--- src/rtl/button_event_capture_pkg.sv ---
// rtl/button_event_capture_pkg.sv - shared constants for the button event capture block
package button_event_capture_pkg;

    localparam int NUM_BUTTONS_DEF = 5;

    localparam int LVL_LSB   = 0;
    localparam int PRESS_LSB = 8;
    localparam int REL_LSB   = 16;
    localparam int CNT_LSB   = 24;

    localparam int WORD_W      = 32;
    localparam int PRESS_CNT_W = 8;

    // Debounce counter must hold DEBOUNCE_CYCLES-1; never narrower than one bit.
    function automatic int dbc_cnt_width(input int cycles);
        return (cycles > 1) ? $clog2(cycles) : 1;
    endfunction

endpackage

--- src/rtl/button_event_capture_if.sv ---
// rtl/button_event_capture_if.sv - raw buttons, clear strobe and status word bundle
interface button_event_capture_if
    import button_event_capture_pkg::*;
#(
    parameter int NUM_BUTTONS = NUM_BUTTONS_DEF
) ();

    logic [NUM_BUTTONS-1:0] bt;
    logic                   clr;
    logic [WORD_W-1:0]      button;
    logic                   irq;

    modport master (
        output bt,
        output clr,
        input  button,
        input  irq
    );

    modport slave (
        input  bt,
        input  clr,
        output button,
        output irq
    );

endinterface

--- src/rtl/button_debounce_ch.sv ---
// rtl/button_debounce_ch.sv - one button channel: 2-flop synchronizer, debounce counter, stable level
module button_debounce_ch
    import button_event_capture_pkg::*;
#(
    parameter int DEBOUNCE_CYCLES = 1000000
) (
    input  logic clk,
    input  logic reset,
    input  logic raw,
    output logic level,
    output logic rise,
    output logic fall
);

    localparam int             CW      = dbc_cnt_width(DEBOUNCE_CYCLES);
    localparam logic [CW-1:0]  CNT_MAX = CW'(DEBOUNCE_CYCLES - 1);

    logic          sync_meta;
    logic          sync_q;
    logic [CW-1:0] cnt;
    logic          accept;

    // Level flips on the cycle the mismatch has lasted DEBOUNCE_CYCLES samples.
    assign accept = (sync_q != level) && (cnt == CNT_MAX);
    assign rise   = accept & ~level;
    assign fall   = accept &  level;

    always_ff @(posedge clk) begin
        if (reset) begin
            sync_meta <= 1'b0;
            sync_q    <= 1'b0;
            level     <= 1'b0;
            cnt       <= '0;
        end else begin
            sync_meta <= raw;
            sync_q    <= sync_meta;
            if (sync_q == level) begin
                cnt <= '0;
            end else if (accept) begin
                level <= ~level;
                cnt   <= '0;
            end else begin
                cnt <= cnt + CW'(1);
            end
        end
    end

endmodule

--- src/rtl/button_event_capture.sv ---
// rtl/button_event_capture.sv - debounced buttons with sticky press/release bits, press counter and irq
module button_event_capture
    import button_event_capture_pkg::*;
#(
    parameter int DEBOUNCE_CYCLES = 1000000,
    parameter int NUM_BUTTONS     = NUM_BUTTONS_DEF
) (
    input  logic                  clk,
    input  logic                  reset,
    button_event_capture_if.slave bus
);

    logic [NUM_BUTTONS-1:0] level;
    logic [NUM_BUTTONS-1:0] rise;
    logic [NUM_BUTTONS-1:0] fall;
    logic [NUM_BUTTONS-1:0] press_q;
    logic [NUM_BUTTONS-1:0] rel_q;
    logic [PRESS_CNT_W-1:0] press_cnt;
    logic [PRESS_CNT_W-1:0] press_inc;
    logic [WORD_W-1:0]      word;

    for (genvar i = 0; i < NUM_BUTTONS; i++) begin : g_ch
        button_debounce_ch #(
            .DEBOUNCE_CYCLES(DEBOUNCE_CYCLES)
        ) u_ch (
            .clk   (clk),
            .reset (reset),
            .raw   (bus.bt[i]),
            .level (level[i]),
            .rise  (rise[i]),
            .fall  (fall[i])
        );
    end

    always_comb begin
        press_inc = '0;
        for (int i = 0; i < NUM_BUTTONS; i++) begin
            press_inc = press_inc + PRESS_CNT_W'(rise[i]);
        end
    end

    always_comb begin
        word = '0;
        word[LVL_LSB   +: NUM_BUTTONS] = level;
        word[PRESS_LSB +: NUM_BUTTONS] = press_q;
        word[REL_LSB   +: NUM_BUTTONS] = rel_q;
        word[CNT_LSB   +: PRESS_CNT_W] = press_cnt;
    end

    // A transition landing in the same cycle as clr wins over the clear.
    always_ff @(posedge clk) begin
        if (reset) begin
            press_q    <= '0;
            rel_q      <= '0;
            press_cnt  <= '0;
            bus.button <= '0;
            bus.irq    <= 1'b0;
        end else begin
            press_q    <= (bus.clr ? '0 : press_q) | rise;
            rel_q      <= (bus.clr ? '0 : rel_q)   | fall;
            press_cnt  <= press_cnt + press_inc;
            bus.button <= word;
            bus.irq    <= |press_q;
        end
    end

endmodule

--- src/flat_wrapper.sv ---
// flat-port wrapper written by rule: the top's interface ports become plain ports
module button_event_capture_flat import button_event_capture_pkg::*;
#(
    parameter int DEBOUNCE_CYCLES = 1000000,
    parameter int NUM_BUTTONS     = NUM_BUTTONS_DEF
)
  (clk, reset, bus_bt, bus_clr, bus_button, bus_irq);
  button_event_capture_if #(.NUM_BUTTONS(NUM_BUTTONS)) bus_i ();
  input  logic clk;
  input  logic reset;
  input wire logic [$bits(bus_i.bt)-1:0] bus_bt;
  input wire logic [$bits(bus_i.clr)-1:0] bus_clr;
  output wire logic [$bits(bus_i.button)-1:0] bus_button;
  output wire logic [$bits(bus_i.irq)-1:0] bus_irq;
  assign bus_i.bt = bus_bt;
  assign bus_i.clr = bus_clr;
  assign bus_button = bus_i.button;
  assign bus_irq = bus_i.irq;
  button_event_capture #(.DEBOUNCE_CYCLES(DEBOUNCE_CYCLES), .NUM_BUTTONS(NUM_BUTTONS)) u_core (.clk(clk), .reset(reset), .bus(bus_i));
endmodule
--- config.mk ---
export PLATFORM = sky130hd
export DESIGN_NAME = button_event_capture_flat
export DESIGN_NICKNAME = d
export VERILOG_FILES = /design/src/rtl/button_event_capture_pkg.sv /design/src/rtl/button_event_capture_if.sv /design/src/rtl/button_debounce_ch.sv /design/src/rtl/button_event_capture.sv /design/src/flat_wrapper.sv
export SDC_FILE = /design/constraint.sdc
export NUM_CORES = 1
export LEC_CHECK = 0
export CORE_UTILIZATION = 40
export CTS_CLUSTER_DIAMETER = 50
export DETAILED_ROUTE_END_ITERATION = 16
export PLACE_DENSITY_LB_ADDON = 0.08
export SLEW_MARGIN = 0
export SYNTH_ARGS = -nofsm -noshare
export SYNTH_HDL_FRONTEND = slang
export SYNTH_SLANG_ARGS = --single-unit
--- constraint.sdc ---
create_clock -name clk -period 3.85 [get_ports clk]
set_input_delay 0.385 -clock clk [delete_from_list [all_inputs] [get_ports clk]]
set_output_delay 0.385 -clock clk [all_outputs]
set_load 0.05 [all_outputs]
==> results of run 1 <==
-- where the power goes --
group | switching [W] | leakage, nW | internal (W)
sequential | 0.00000403 | 1.27 | 0.00163
combinational | 0.0000412 | 1.00 | 0.0000145
clock | 0.000640 | 0.295 | 0.00105
total | 0.000685 | 2.56 | 0.00269
-- cell families (layout without fill, tap and decap cells) --
group / after synthesis / count (layout)
adder cells (fa/ha/maj): 12 / 12
buffers and inverters: 40 / 78
AND/OR/NAND/NOR: 348 / 348
AO/OA/AOI/OAI: 15 / 15
other: 1 / 9
flip-flops: 157 / 157
XOR/XNOR: 101 / 101
multiplexers: 5 / 5
-- cell type report --
class	instances	share of cell area, %
sequential	157	42.13
timing repair buffer	32	4.193
clock inverter	12	1.929
multi-input combinational	490	41.39
clock buffer	20	6.121
tap	211	3.538
inverter	14	0.7043
-- critical path, cell delays in order, from the launching register on --
cell	delay (ps)
dfxtp_1	350
ha_1	210
nand2_1	80
or3_4	400
nor3_4	190
and3b_2	230
ha_1	220
inv_1	80
fa_1	410
fa_1	420
inv_1	80
fa_1	190
a21oi_1	70
nor2b_1	200
nand3_1	130
xor2_1	150
nor2_1	50
-- stage by stage --
stage | instances | instance area, sq um | worst slack [ps] | hold slack [ps] | utilization, %
2_1_floorplan | 687 | 6454 | 432.9 | 413.8 | -
3_3_place_gp | 904 | 6849 | 276.2 | 423.1 | 44.40
3_5_place_dp | 904 | 6849 | 216.0 | 420.4 | 44.40
4_1_cts | 936 | 7450 | 164.5 | 359.8 | 48.29
5_1_grt | 936 | 7461 | 4.590 | 379.3 | 48.36
6_report | 936 | 7461 | 261.7 | 366.1 | 48.36
-- per-layer routing --
metal  part of all wire [%]  vias to the layer above
met4                    1.1                        0
met5                      0                        -
met2                     46                       53
li1                       -                     2292
met1                     49                     2022
met3                    3.4                        9
-- synthesized netlist by cell type (5+ instances only) --
library cell  count
nand3b_1          8
xor2_1           63
nand4_1          19
and3_1           12
xnor2_1          38
inv_1            14
nand3_1          39
nand2_1          42
a21oi_1          11
buf_6             5
buf_4            11
nor3_1           11
dfxtp_1         157
nor2b_1          36
ha_1              9
nor4_1            7
and4_1            7
nand2b_1          9
nor2_1          130
mux2i_1           5
nand4b_1          5
-- final timing paths --
check	depth (start not counted)	startpoint	to
worst max-delay path	16	u_core.g_ch[0].u_ch.cnt[0]	u_core.press_cnt[6]
worst min-delay path	2	reset	u_core.g_ch[3].u_ch.level
worst max register to register	16	u_core.g_ch[0].u_ch.cnt[0]	u_core.press_cnt[6]
worst min register to register	1	u_core.g_ch[3].u_ch.sync_meta	u_core.g_ch[3].u_ch.sync_q
-- sequential cells by signal, indices dropped and copies added (netlist names) --
signal	count
u_core.g_ch.u_ch.cnt	100
u_core.bus.button	23
u_core.press_cnt	8
u_core.g_ch.u_ch.level	5
u_core.g_ch.u_ch.sync_meta	5
u_core.g_ch.u_ch.sync_q	5
u_core.press_q	5
u_core.rel_q	5
u_core.bus.irq	1
-- repair_timing --
action,CTS,global route
resized for setup,0,2
hold buffers,0,0
setup endpoints to repair,0,2
setup buffers,0,0
==> out/qor.yml, run 1 <==
placement:
  dpl.hpwl_um: 7463
  routabilityCongestion: 0.7676
  io_buffers: 31
routing:
  drt_first_pass_iters: 4
  vias: 4376
  wl_um: 11040
  via_per_inst: 4.675
  first_iter_violations: 139
  drcViolationCount: 0
  wl_per_cell_um: 11.79
  antenna_left: 0
synthesis:
  syn_area_sq_mm: 0.006424
  synthAdderAreaFrac_pct: 2.688
  synth_cell_type_count: 41
  synth_xor_xnor_area_share_pct: 13.77
  yosys-top-cells-area: "dfxtp_1 49%, xor2_1 8.6%, nor2_1 7.6%"
  synth_top_family_by_area: "simple AND/OR/NAND/NOR gates"
  synthMuxAreaShare_pct: 0.7791
  synthArstFlopShare_pct: 0
  synth-seq-area-share_pct: 48.93
  syn_inst: 679
  yosys_warnings: 0
  syn_avg_cell_area_sq_um: 9.460
  synth_top_area_share_pct: 48.93
  synthSimpleGateAreaFrac_pct: 28.77
  synth_edf_count: 0
  ys_seq_elements: 157
  synthFlopType: "dfxtp_1"
  synth_compound_gate_area_share_pct: 1.363
  synth_top_area_cell: "dfxtp_1"
power_and_ir_drop:
  power.density_mw_per_mm2: 452.7
  power_leakage_nw: 2.562
  power.total_w: 0.003378
  ir_drop_uv: 318.2
clock_tree:
  cts.sinks: 157
  cts.path.max_buffers: 2
  cts_tree: "built"
  clk_pin_slew_ps: 60
  ctsHtreeMaxLevel: 4
  clk_latency_ps: 420
  cts_buffers: 17
  cts_root_buf: "clkbuf_16"
grt:
  first_global_vias: 4114
  antenna_found_initial: 0
  grt_max_degree: 43
  grt.total_usage_pct: 14.75
  grt_use_met1_pct: 18.72
  use_met3_pct: 4.990
  grt-busiest-layer: "met2"
  grt_pass1_wl_um: 19060
  use_met2_pct: 23.18
  overflow: 0
floorplan:
  rows: 45
  dieArea_sq_mm: 0.01657
  die_w_um: 128.7
  start_util_pct: 41.64
  core_sq_mm: 0.01543
  io_pins: 41
  die_height_um: 128.7
sta:
  hold_viol: 0
  worstMarginPinSlew_ps: 741.6
  skew_ps: 7.744
  post-route-period-util_pct: 93.20
  final-setup-viol-count: 0
  finalMaxSlewViolations: 0
  max_freq_ghz: 0.2787
  rsz0062_at_grt: "false"
  min_period_ps: 3588
  maxSlewHeadroom_pct: 50.18
  fin_tns_setup_ps: 0
cells_and_area:
  fillCellCount: 1461
  antenna_cells: 0
  regArea_sq_mm: 0.003143
  nets: 732
  drive_gt1_share_pct: 6.897
  layout_commonest_cell: "dfxtp_1"
  area_delta_synth_final_pct: 16.15
  final_cell_mix: "157 x dfxtp_1, 130 x nor2_1, 63 x xor2_1, 42 x nand2_1, 39 x nand3_1"
  multiInputGateArea_sq_mm: 0.003088
run:
  maxCapViolations: 0
critical_path:
  crit_arrival_ps: 3880
  r2r_slack_ps: 260
  critical_path_class: "reg2reg"
  cp.required_ps: 4150
  cp_max_fo: 4
  cp-start-kind: "register"
  endpoint_kind: "register"
run_status:
  outcome: "finished, final reports clean"
min_path:
  hold_path.class: "in2reg"
(Power assumes the default switching activity.)
==> run 2: changes to the inputs <==
==> constraint.sdc (replaced) <==
create_clock -name clk -period 4.25 [get_ports clk]
set_input_delay 0.425 -clock clk [delete_from_list [all_inputs] [get_ports clk]]
set_output_delay 0.425 -clock clk [all_outputs]
set_load 0.05 [all_outputs]
==> run 2 against run 1 <==
First-iteration DRC count grew 35%. Routed wire length grew 0.78%. Sequential power shrank 9.8%. Via count shrank 0.41%. Setup slack gained 310 ps. Critical path depth is the same. Combinational power shrank 9.5%. Flip-flop and latch count is the same.
==> out/qor.yml, run 2 (synthesis gave the netlist of run 1 again) <==
run_status:
  outcome: "finished, final reports clean"  # unchanged
critical_path:
  critical_path_class: "reg2reg"  # unchanged
  cp_max_fo: 4  # unchanged
  crit_arrival_ps: 3970  # was 3880 ps
  max_stage_delay_ps: 420  # about the same
  crit_chain: "ha_1 -> nand2_1 -> or3_4 -> nor3_4 -> and3b_2 -> ha_1 -> inv_1 -> fa_1 -> fa_1 -> inv_1 -> fa_1 -> a21oi_1 -> nor2b_1 -> nand3_1 -> xor2_1 -> nor2_1"  # unchanged
  cpMostUsedCell: "fa_1"  # unchanged
  endpoint_kind: "register"  # unchanged
  crit_family: "adder cells"  # unchanged
  crit_slowest_cell: "fa_1"  # unchanged
  cp-start-kind: "register"  # unchanged
  cp.required_ps: 4550  # was 4150 ps
  path_buf_inv: 2  # unchanged
sta:
  fin_tns_setup_ps: 0  # unchanged
  max_freq_ghz: 0.2720  # was 0.2787 GHz
  rsz0062_at_grt: "false"  # unchanged
  maxSlewHeadroom_pct: 47.78  # was 50.18%
  post-route-period-util_pct: 86.49  # was 93.20%
  hold_viol: 0  # unchanged
  worstMarginPinSlew_ps: 777.3  # was 741.6 ps
  finalMaxSlewViolations: 0  # unchanged
  skew_ps: 7.002  # was 7.744 ps
  min_period_ps: 3676  # was 3588 ps
  final-setup-viol-count: 0  # unchanged
clock_tree:
  cts_buffers: 17  # unchanged
  clk_latency_ps: 420  # about the same
  clk_pin_slew_ps: 60  # about the same
  cts_hold_buffers: 0  # unchanged
  ctsHtreeMaxLevel: 4  # unchanged
  cts_tree: "built"  # unchanged
  cts.path.max_buffers: 2  # unchanged
  cts_setup_buffers: 0  # unchanged
  cts_resized: 0  # unchanged
  cts.sinks: 157  # unchanged
  cts_root_buf: "clkbuf_16"  # unchanged
placement:
  routabilityCongestion: 0.7676  # unchanged
  io_buffers: 31  # unchanged
  dpl.hpwl_um: 7556  # was 7463 um
cells_and_area:
  layout_commonest_cell: "dfxtp_1"  # unchanged
  top_register: "u_core.g_ch.u_ch.cnt"  # unchanged
  drive_gt1_share_pct: 6.621  # was 6.897%
  antenna_cells: 0  # unchanged
  nets: 732  # unchanged
  largestRegisters: "u_core.g_ch.u_ch.cnt: 100 flops, u_core.bus.button: 23 flops, u_core.press_cnt: 8 flops"  # unchanged
  final_cell_mix: "157 x dfxtp_1, 130 x nor2_1, 63 x xor2_1, 42 x nand2_1, 39 x nand3_1"  # unchanged
  fillCellCount: 1484  # was 1461
  area_delta_synth_final_pct: 16.50  # was 16.15%
  largest_register_ff_count: 100  # unchanged
routing:
  first_iter_violations: 187  # was 139
  drt_first_pass_iters: 4  # unchanged
  antenna_left: 0  # unchanged
  drcViolationCount: 0  # unchanged
  wl_per_cell_um: 11.88  # was 11.79 um
  wl_um: 11120  # was 11040 um
  via_per_inst: 4.656  # was 4.675
  vias: 4358  # was 4376
floorplan:
  die_height_um: 128.7  # unchanged
  rows: 45  # unchanged
  core_sq_mm: 0.01543  # unchanged
  start_util_pct: 41.64  # unchanged
  io_pins: 41  # unchanged
  die_w_um: 128.7  # unchanged
  dieArea_sq_mm: 0.01657  # unchanged
min_path:
  hold_path.class: "in2reg"  # unchanged
grt:
  grt.total_usage_pct: 14.80  # was 14.75%
  antenna_found_initial: 0  # unchanged
  overflow: 0  # unchanged
  first_global_vias: 4063  # was 4114
  grt_pass1_wl_um: 19120  # was 19060 um
  grt_max_degree: 43  # unchanged
power_and_ir_drop:
  power.density_mw_per_mm2: 419.4  # was 452.7 mW/mm^2
  power.total_w: 0.003139  # was 0.003378 W
  ir_drop_uv: 282.3  # was 318.2 uV
  power_leakage_nw: 2.575  # was 2.562 nW
run:
  maxCapViolations: 0  # unchanged
==> run 2: final timing paths <==
path	from	end	slack, ps	cells past startpoint
worst max-delay path	u_core.g_ch[0].u_ch.cnt[0]	u_core.press_cnt[6]	570	16
worst min-delay path	reset	u_core.g_ch[3].u_ch.sync_meta	390	2
worst min register to register	u_core.g_ch[4].u_ch.sync_meta	u_core.g_ch[4].u_ch.sync_q	440	1
worst max register to register	u_core.g_ch[0].u_ch.cnt[0]	u_core.press_cnt[6]	570	16
==> run 2: final cells by class <==
cell class | instances | area (sq um) | area share (%)
clock inverters | 11 | 163.9 | 2.190
multi-input cells | 490 | 3077 | 41.11
flip-flops and latches | 157 | 3143 | 42.00
repair buffers | 32 | 312.8 | 4.180
clock buffers | 21 | 470.5 | 6.287
well taps | 211 | 264.0 | 3.528
inverters | 14 | 52.55 | 0.7022
==> run 2: layer usage <==
metal	GRT usage, %	up-vias	wire [um]
li1	-	2290	-
met5	0	-	0
met3	4.615	8	353
met4	5.813	0	106
met1	18.56	2012	5464
met2	23.72	48	5198
==> run 2: metrics by stage <==
step | hold WS, ps | utilization [%] | setup slack [ps] | std cells | area [sq um]
2_1_floorplan | 413.8 | - | 832.9 | 687 | 6454
3_3_place_gp | 423.1 | 44.40 | 676.3 | 904 | 6849
3_5_place_dp | 423.1 | 44.40 | 601.3 | 904 | 6849
4_1_cts | 387.7 | 48.51 | 526.8 | 936 | 7483
5_1_grt | 408.7 | 48.51 | 299.4 | 936 | 7483
6_report | 394.9 | 48.51 | 574.0 | 936 | 7483
==> run 2: where the power goes <==
group	switching (W)	total, W	internal [W]
Combinational	0.0000373	0.0000505	0.0000132
Sequential	0.00000364	0.00148	0.00148
Clock	0.000581	0.00161	0.00103
==> run 2: worst reg2reg max path: cells and delay by family, from the launching register on <==
kind	cells	cell delay, ps
flip-flops	1	360
adder cells (fa/ha/maj)	5	1460
XOR/XNOR	1	150
AO/OA/AOI/OAI	1	70
buffers and inverters	2	160
AND/OR/NAND/NOR	7	1350
==> run 3: changes to the inputs <==
--- a/config.mk
+++ b/config.mk
@@ -5,7 +5,7 @@
 export SDC_FILE = /design/constraint.sdc
 export NUM_CORES = 1
 export LEC_CHECK = 0
-export CORE_UTILIZATION = 40
+export CORE_UTILIZATION = 63
 export CTS_CLUSTER_DIAMETER = 50
 export DETAILED_ROUTE_END_ITERATION = 16
 export PLACE_DENSITY_LB_ADDON = 0.08
==> run 3 against run 2 <==
Routed wire length down 3.6%. Fmax is 0.76% lower. Critical path depth unchanged. First-iteration DRC count is 14% lower. Clock power down 4%. Die area shrank 36%. Sequential power hardly changed. Count of clock-buffer cells in the layout shrank 4. Hold slack better by 30 ps. Core utilization is 26 points higher. Critical endpoint unchanged.
==> out/qor.yml, run 3 (synthesis gave the netlist of run 1 again) <==
run_status:
  outcome: "finished, final reports clean"  # unchanged
floorplan:
  die_w_um: 103.0  # was 128.7 um
  start_util_pct: 65.42  # was 41.64%
  dieArea_sq_mm: 0.01060  # was 0.01657 sq mm
  io_pins: 41  # unchanged
  rows: 36  # was 45
  die_height_um: 103.0  # was 128.7 um
  core_sq_mm: 0.009819  # was 0.01543 sq mm
critical_path:
  r2r_start: "u_core.g_ch[0].u_ch.cnt[0]"  # unchanged
  critical_path_class: "reg2reg"  # unchanged
  r2r_slack_ps: 550  # was 570 ps
  cp_max_fo: 4  # unchanged
  cp-start-kind: "register"  # unchanged
  max_stage_delay_ps: 420  # about the same
  crit_slowest_cell: "fa_1"  # unchanged
  rr_worst_depth: 16  # unchanged
  cpMostUsedCell: "fa_1"  # unchanged
  regToRegEndpoint: "u_core.press_cnt[6]"  # unchanged
  crit_arrival_ps: 4110  # was 3970 ps
  cp.required_ps: 4650  # was 4550 ps
  endpoint_kind: "register"  # unchanged
  crit_chain: "ha_1 -> nand2_1 -> or3_4 -> nor3_4 -> and3b_2 -> ha_1 -> inv_1 -> fa_1 -> fa_1 -> inv_1 -> fa_1 -> a21oi_1 -> nor2b_1 -> nand3_1 -> xor2_1 -> nor2_1"  # unchanged
clock_tree:
  clk_latency_ps: 520  # was 420 ps
  cts_setup_buffers: 0  # unchanged
  cts_hold_buffers: 0  # unchanged
  clk_pin_slew_ps: 60  # about the same
  cts_buffers: 17  # unchanged
  cts.sinks: 157  # unchanged
  cts.path.max_buffers: 2  # unchanged
  cts_root_buf: "clkbuf_8"  # was clkbuf_16
  ctsHtreeMaxLevel: 4  # unchanged
  cts_tree: "built"  # unchanged
  cts_resized: 0  # unchanged
grt:
  grt_use_met1_pct: 26.13  # was 18.56%
  grt_max_degree: 39  # was 43
  grt-busiest-layer: "met2"  # unchanged
  grt.total_usage_pct: 22.06  # was 14.80%
  first_global_vias: 4113  # was 4063
  use_met2_pct: 38.00  # was 23.72%
  use_met3_pct: 6.644  # was 4.615%
  grt_pass1_wl_um: 18190  # was 19120 um
  antenna_found_initial: 0  # unchanged
  overflow: 0  # unchanged
cells_and_area:
  nets: 732  # unchanged
  largest_register_ff_count: 100  # unchanged
  antenna_cells: 0  # unchanged
  layout_commonest_cell: "dfxtp_1"  # unchanged
  area_delta_synth_final_pct: 14.63  # was 16.50%
  final_cell_mix: "157 x dfxtp_1, 130 x nor2_1, 63 x xor2_1, 42 x nand2_1, 39 x nand3_1"  # unchanged
  top_register: "u_core.g_ch.u_ch.cnt"  # unchanged
  final_area_sq_mm: 0.007363  # was 0.007483 sq mm
  drive_gt1_share_pct: 6.759  # was 6.621%
  largestRegisters: "u_core.g_ch.u_ch.cnt: 100 flops, u_core.bus.button: 23 flops, u_core.press_cnt: 8 flops"  # unchanged
routing:
  wl_um: 10720  # was 11120 um
  first_iter_violations: 160  # was 187
  antenna_left: 0  # unchanged
  drcViolationCount: 0  # unchanged
  wl_per_cell_um: 12.50  # was 11.88 um
  via_per_inst: 5.174  # was 4.656
  vias: 4439  # was 4358
  drt_first_pass_iters: 6  # was 4
sta:
  worstMarginPinSlew_ps: 746.0  # was 777.3 ps
  hold_viol: 0  # unchanged
  skew_ps: 5.912  # was 7.002 ps
  max_freq_ghz: 0.2700  # was 0.2720 GHz
  post-route-period-util_pct: 87.16  # was 86.49%
  fin_tns_setup_ps: 0  # unchanged
  fin_ws_ps: 545.8  # was 574.0 ps
  min_period_ps: 3704  # was 3676 ps
  finalMaxSlewViolations: 0  # unchanged
  rsz0062_at_grt: "false"  # unchanged
  final-setup-viol-count: 0  # unchanged
  maxSlewHeadroom_pct: 49.88  # was 47.78%
placement:
  dp_slack_ps: 578.4  # was 601.3 ps
  io_buffers: 31  # unchanged
  dpl_cell_area_sq_mm: 0.006751  # was 0.006849 sq mm
  routabilityCongestion: 0.8211  # was 0.7676
  dpl.hpwl_um: 7176  # was 7556 um
power_and_ir_drop:
  ir_drop_uv: 282.5  # was 282.3 uV
  power_leakage_nw: 2.548  # was 2.575 nW
  power.density_mw_per_mm2: 417.1  # was 419.4 mW/mm^2
run:
  maxCapViolations: 0  # unchanged
min_path:
  hold_path_startpoint: "reset"  # unchanged
  hold_path.class: "in2reg"  # unchanged
  min_to: "u_core.g_ch[2].u_ch.level"  # was u_core.g_ch[3].u_ch.sync_meta
  whs_path_depth: 2  # unchanged
[run 3: cell count changes in the layout (fill, tap and decap cells not counted)]
cell,previous run,this run
clkinvlp_4,2,6
clkbuf_8,3,1
clkbuf_1,1,0
clkbuf_16,17,16
clkinv_2,4,3
clkinv_4,1,2
[run 3: worst max-delay path by stage]
stage	start	to	slack, ps	cells after the start
6_report	u_core.g_ch[0].u_ch.cnt[0]	u_core.press_cnt[6]	550	16
5_1_grt	u_core.g_ch[0].u_ch.cnt[0]	u_core.press_cnt[6]	340	16
4_1_cts	u_core.g_ch[0].u_ch.cnt[0]	u_core.press_cnt[6]	510	16
3_5_place_dp	u_core.g_ch[0].u_ch.cnt[0]	u_core.press_cnt[6]	580	16
3_3_place_gp	u_core.g_ch[0].u_ch.cnt[0]	u_core.press_cnt[6]	720	16
2_1_floorplan	u_core.g_ch[0].u_ch.cnt[0]	u_core.press_cnt[6]	830	16
[run 3: through the flow]
step | util [%] | power (W) | hold slack (ps) | instances
final | 74.99 | 0.003071 | 425.1 | 858
after global routing | 74.99 | 0.003174 | 437.5 | 858
after CTS | 74.99 | 0.003103 | 409.7 | 858
after detailed placement | 68.76 | 0.001564 | 420.4 | 826
after global placement | 68.76 | 0.001563 | 419.7 | 826
after floorplan | - | 0.001561 | 413.8 | 687
[run 3: layout make-up]
type                    count  area (sq um)
well taps                 133         166.4
clock inverters            15         197.7
inverters                  14         52.55
clock buffers              17         414.1
fillers                   729          2456
flip-flops and latches    157          3143
repair buffers             32         312.8
multi-input cells         490          3077
[run 3: metal layers]
metal  up-vias  wire length, um
li1       2302                -
met1      2062             5038
met2        68             5260
met3         7              337
met4         0               86
met5         -                0
[run 3: worst max-delay path, delay by kind of cell (launching register included)]
family          cells  cell delay [ps]
compound gates      1               80
xor+xnor            1              150
fa+ha+maj           5             1490
buf+inv             2              170
flops               1              360
simple gates        7             1340
[run 3: power by group]
group          switching [W]  internal [W]  leakage (nW)
combinational      0.0000369     0.0000131          1.00
sequential        0.00000390       0.00148          1.27
clock               0.000590      0.000951         0.282
total               0.000630       0.00244          2.55
